<file path="config.mk">
export PLATFORM = sky130hd
export DESIGN_NAME = shift_reg_universal
export DESIGN_NICKNAME = d
export VERILOG_FILES = /design/src/rtl/shift_reg_universal.sv
export SDC_FILE = /design/constraint.sdc
export NUM_CORES = 1
export LEC_CHECK = 0
export ABC_AREA = 1
export CAP_MARGIN = 25
export CORE_ASPECT_RATIO = 1.4
export CORE_MARGIN = 10
export CORE_UTILIZATION = 40
export DETAILED_ROUTE_END_ITERATION = 6
export HOLD_SLACK_MARGIN = 0.06
export PLACE_DENSITY = 0.86
export SLEW_MARGIN = 25
export SYNTH_ARGS = -nofsm -noshare
export SYNTH_HDL_FRONTEND = slang
export SYNTH_SLANG_ARGS = --single-unit
</file>
<file path="constraint.sdc">
create_clock -name clk -period 1.1 [get_ports clk]
set_input_delay 0.165 -clock clk [delete_from_list [all_inputs] [get_ports clk]]
set_output_delay 0.165 -clock clk [all_outputs]
set_load 0.01 [all_outputs]
</file>
<file path="src/rtl/shift_reg_universal.sv">
`default_nettype none
// ============================================================================
// Module      : shift_reg_universal
// Description : Parametrised universal shift register (shift/rotate/load/hold)
//               with serial and parallel outputs and a word-boundary pulse.
//               Optional word parity output enabled by SHIFT_REG_PARITY_EN.
// Revision    : 1.0 - initial release
// ============================================================================
module shift_reg_universal #(
    parameter int WIDTH = 8,
    parameter int CNT_W = $clog2(WIDTH + 1)
) (
    input  logic             clk,
    input  logic             reset,
    input  logic             en,
    input  logic [1:0]       mode,
    input  logic             dir,
    input  logic             serial_in,
    input  logic [WIDTH-1:0] par_in,
    output logic             serial_out,
    output logic [WIDTH-1:0] par_out,
    output logic [WIDTH-1:0] word_out,
    output logic             word_done,
    output logic [CNT_W-1:0] bit_cnt
`ifdef SHIFT_REG_PARITY_EN
    ,
    output logic             word_parity
`endif
);

    localparam logic [1:0]       c_mode_hold   = 2'b00;
    localparam logic [1:0]       c_mode_shift  = 2'b01;
    localparam logic [1:0]       c_mode_load   = 2'b10;
    localparam logic [1:0]       c_mode_rotate = 2'b11;
    localparam logic [CNT_W-1:0] c_cnt_last    = CNT_W'(WIDTH - 1);
    localparam logic [CNT_W-1:0] c_cnt_one     = CNT_W'(1);

    logic [WIDTH-1:0] r_reg;
    logic [WIDTH-1:0] r_word;
    logic             r_word_done;
    logic [CNT_W-1:0] r_bit_cnt;
    logic [WIDTH-1:0] w_shift_val;
    logic [WIDTH-1:0] w_rot_val;
    logic             w_cnt_last;

    assign w_shift_val = dir ? {serial_in, r_reg[WIDTH-1:1]}
                             : {r_reg[WIDTH-2:0], serial_in};
    assign w_rot_val   = dir ? {r_reg[0], r_reg[WIDTH-1:1]}
                             : {r_reg[WIDTH-2:0], r_reg[WIDTH-1]};
    assign w_cnt_last  = (r_bit_cnt == c_cnt_last);

    // Exiting bit follows dir directly so a direction change is visible at once.
    assign serial_out = dir ? r_reg[0] : r_reg[WIDTH-1];
    assign par_out    = r_reg;
    assign word_out   = r_word;
    assign word_done  = r_word_done;
    assign bit_cnt    = r_bit_cnt;

    always_ff @(posedge clk) begin
        if (!reset) begin
            r_reg       <= '0;
            r_word      <= '0;
            r_word_done <= 1'b0;
            r_bit_cnt   <= '0;
        end else begin
            r_word_done <= 1'b0;
            if (en) begin
                case (mode)
                    c_mode_hold: begin
                        r_reg <= r_reg;
                    end
                    c_mode_shift: begin
                        r_reg <= w_shift_val;
                        if (w_cnt_last) begin
                            r_bit_cnt   <= '0;
                            r_word      <= w_shift_val;
                            r_word_done <= 1'b1;
                        end else begin
                            r_bit_cnt <= r_bit_cnt + c_cnt_one;
                        end
                    end
                    c_mode_load: begin
                        r_reg     <= par_in;
                        r_bit_cnt <= '0;
                    end
                    c_mode_rotate: begin
                        r_reg <= w_rot_val;
                    end
                    default: begin
                        r_reg <= r_reg;
                    end
                endcase
            end
        end
    end

`ifdef SHIFT_REG_PARITY_EN
    logic r_word_parity;

    always_ff @(posedge clk) begin
        if (!reset) begin
            r_word_parity <= 1'b0;
        end else if (en && (mode == c_mode_shift) && w_cnt_last) begin
            r_word_parity <= ^w_shift_val;
        end
    end

    assign word_parity = r_word_parity;
`endif

endmodule
`default_nettype wire
</file>
==> results.sh <==
export IMPL_synth_cells_most_frequent="nand2_1 (30), nor2_1 (23), o21ai_0 (23), dfxtp_1 (21), a21oi_1 (19)"
export IMPL_slew_viol_final=0
export IMPL_route_vias_total=1262
export IMPL_overflow=0
export IMPL_async_reset_ff_share_pct=0
export IMPL_yosysSeqAreaShare_pct=38.27
export IMPL_comb_power_share_pct=25.3
export IMPL_start_util_pct=41.57
export IMPL_synthCells=158
export IMPL_powerDensity_mw_per_mm2=934.7
export IMPL_cap_violations=0
export IMPL_wl_per_cell_microns=13.00
export IMPL_yosysMostFrequentCell="nand2_1"
export IMPL_drive_gt1_share_pct=36.28
export IMPL_critPathCaptureType="flop"
export IMPL_clockPowerShare_pct=23.4
export IMPL_yosys_top_cells_area="dfxtp_1 (38%), o21ai_0 (10%), nand2_1 (10%)"
export IMPL_htree_levels=1
export IMPL_grt_total_usage_pct=12.75
export IMPL_gp_congestion=0.8325
export IMPL_grt_pass1_wl_microns=5547
export IMPL_numCtsBuffers=3
export IMPL_synth_flop_cell="dfxtp_1"
export IMPL_skew_ns=0.002187
export IMPL_final_area_sq_mm=0.001688
export IMPL_num_rows=22
export IMPL_worst_ir_drop_vdd_v=0.0006704
export IMPL_cts_sinks=21
export IMPL_core_area_sq_mm=0.002643
export IMPL_hp_start="dir"
export IMPL_hold_path_depth=6
export IMPL_synth_top_area_share_pct=38.27
export IMPL_place_area_sq_mm=0.001653
export IMPL_crit_fanout=5
export IMPL_layout_min_cycle_time_ns=1.178
export IMPL_synth_largest_area_cell="dfxtp_1"
export IMPL_worst_ep_required_time_ns=1.31
export IMPL_io_pins=37
export IMPL_netSwitchingFraction_pct=29.22
export IMPL_maxSlewHeadroom_pct=82.29
export IMPL_grt_pass1_vias=1237
export IMPL_dp_hpwl_microns=2523
export IMPL_n_antenna_cell=0
export IMPL_area_growth_pct=53.64
export IMPL_clk_path_buf_depth=2
export IMPL_setup_viol=9
export IMPL_nets=236
export IMPL_crit_path_start_kind="flop"
export IMPL_reg2reg_depth=6
export IMPL_hold_class="input pin to flop"
export IMPL_crit_path_start="bit_cnt[0]"
export IMPL_cts_root_buffer="clkbuf_4"
export IMPL_worstReg2RegStart="bit_cnt[0]"
export IMPL_die_area_sq_mm=0.005272
export IMPL_cts_tree="done"
export IMPL_synth_edf_count=0
export IMPL_port_buffers=36
export IMPL_arrival_ns=1.39
export IMPL_synth_warnings=0
export IMPL_cts_reportedPaths_clkPinSlew_ns=0.11
export IMPL_ys_ff_latch=21
export IMPL_violations="negative setup slack"
export IMPL_final_antenna_net_count=0
export IMPL_ys_types=21
export IMPL_clock_latency_ns=0.30
export IMPL_layout_setup_ws_ns=-0.07826
export IMPL_outcome="finished with violations"
export IMPL_die_height_microns=82.01
export IMPL_hold_ws_ns=0.4162
export IMPL_wl_microns=3264
export IMPL_syn_area_sq_mm=0.001099
export IMPL_syn_nets=178
export IMPL_grt_max_degree=18
export IMPL_p_seq_share_pct=51.3
export IMPL_hold_viol_final=0
export IMPL_rsz0062_at_grt="yes"
export IMPL_intPower_mw=1.117
export IMPL_die_width_microns=64.29
export IMPL_pre_cts_ws_ns=-0.5266
export IMPL_drt_pre_antenna_iters=4
export IMPL_final_core_util_pct=63.87
export IMPL_antenna_found_initial=0
export IMPL_crit_type="flop to flop"
export IMPL_timing_fmax_mhz=848.7
export IMPL_cts_hold_buf=0
export IMPL_switchingPower_mw=0.4611
export IMPL_worst_pin_slew_ns=0.2638
export IMPL_avgSynthCellArea_sq_um=6.953
export IMPL_drt_initial_drc_count=69
export IMPL_drcViolationCount=0
export IMPL_p_leak_nw=0.7804
export IMPL_fin_crit_sh_pct=107.1
export IMPL_viasPerCell=5.028
[critical path, stage by stage, from the launching register on]
cell,delay (ns)
dfxtp_4,0.39
ha_4,0.14
nand2_4,0.05
nor2_4,0.14
nand3_2,0.14
o21ai_1,0.16
nor2_1,0.06
[per-stage QoR]
step / power, mW / TNS [ns] / instances
global route: 1.669 / -1.313 / 251
finish: 1.578 / -0.5504 / 251
global placement: 1.207 / -8.468 / 245
detailed placement: 1.216 / -9.458 / 245
CTS: 1.572 / -0.5781 / 251
floorplan: 0.9977 / -0.2434 / 158
[power groups by stage]
stage | sequential [mW] | clock, mW | combinational [mW]
5_1_grt | 0.813 | 0.413 | 0.443
3_5_place_dp | 0.824 | 0 | 0.392
6_report | 0.809 | 0.370 | 0.399
3_3_place_gp | 0.824 | 0 | 0.383
2_1_floorplan | 0.840 | 0 | 0.158
4_1_cts | 0.809 | 0.369 | 0.395
[final timing paths]
path,end,slack [ns]
worst max-delay path,word_out[2],-0.08
worst min-delay path,par_out[7],0.42
worst max register to register,word_out[2],-0.08
worst min register to register,word_out[2],0.48
[cells in the final DEF, fill, tap and decap left out, types with 2 or more instances in the layout]
cell type	n
dfxtp_1	13
a21oi_1	18
inv_2	6
clkdlybuf4s15_1	3
nor2_2	2
o21ai_0	9
dlygate4sd2_1	5
buf_2	5
buf_4	20
dfxtp_2	5
dfxtp_4	3
nand3b_1	2
nand2_1	29
nor2_1	21
ha_1	2
nor2_4	2
clkbuf_4	3
clkbuf_2	11
ha_4	2
o21ai_2	7
nand3_1	4
inv_1	11
o21ai_1	7
clkdlybuf4s50_1	10
[repair_timing]
action	CTS	global route
setup endpoints to repair	42	35
pin swaps	13	3
buffers inserted	1	0
cloned	1	0
resized for setup	68	33
[logic make-up after synthesis]
family	synth area share [%]
AOI/OAI and AO/OA	19.82
adders and majority gates	5.695
buffers and inverters	9.567
DFF	38.27
and+or+nand+nor	26.65
[routing by layer]
layer / share of wire (%) / global-route usage, % / vias up
met5: 0 / 0 / -
met4: 3.3 / 7.296 / 0
met3: 6.1 / 2.725 / 15
met2: 51 / 22.43 / 49
met1: 39 / 13.86 / 567
li1: - / - / 631
[state kept, by name (all words and copies together), names as in the netlist]
signal / flops
par_out: 8
word_out: 8
bit_cnt: 4
word_done: 1
[layout make-up]
type	count	area, sq um
multi-input combinational	114	660.6
sequential	21	437.9
inverter	19	78.83
timing repair buffer	57	439.2
clock buffer	4	26.28
fill	249	954.7
tap	36	45.04
Power figures use the tool's default switching activity.
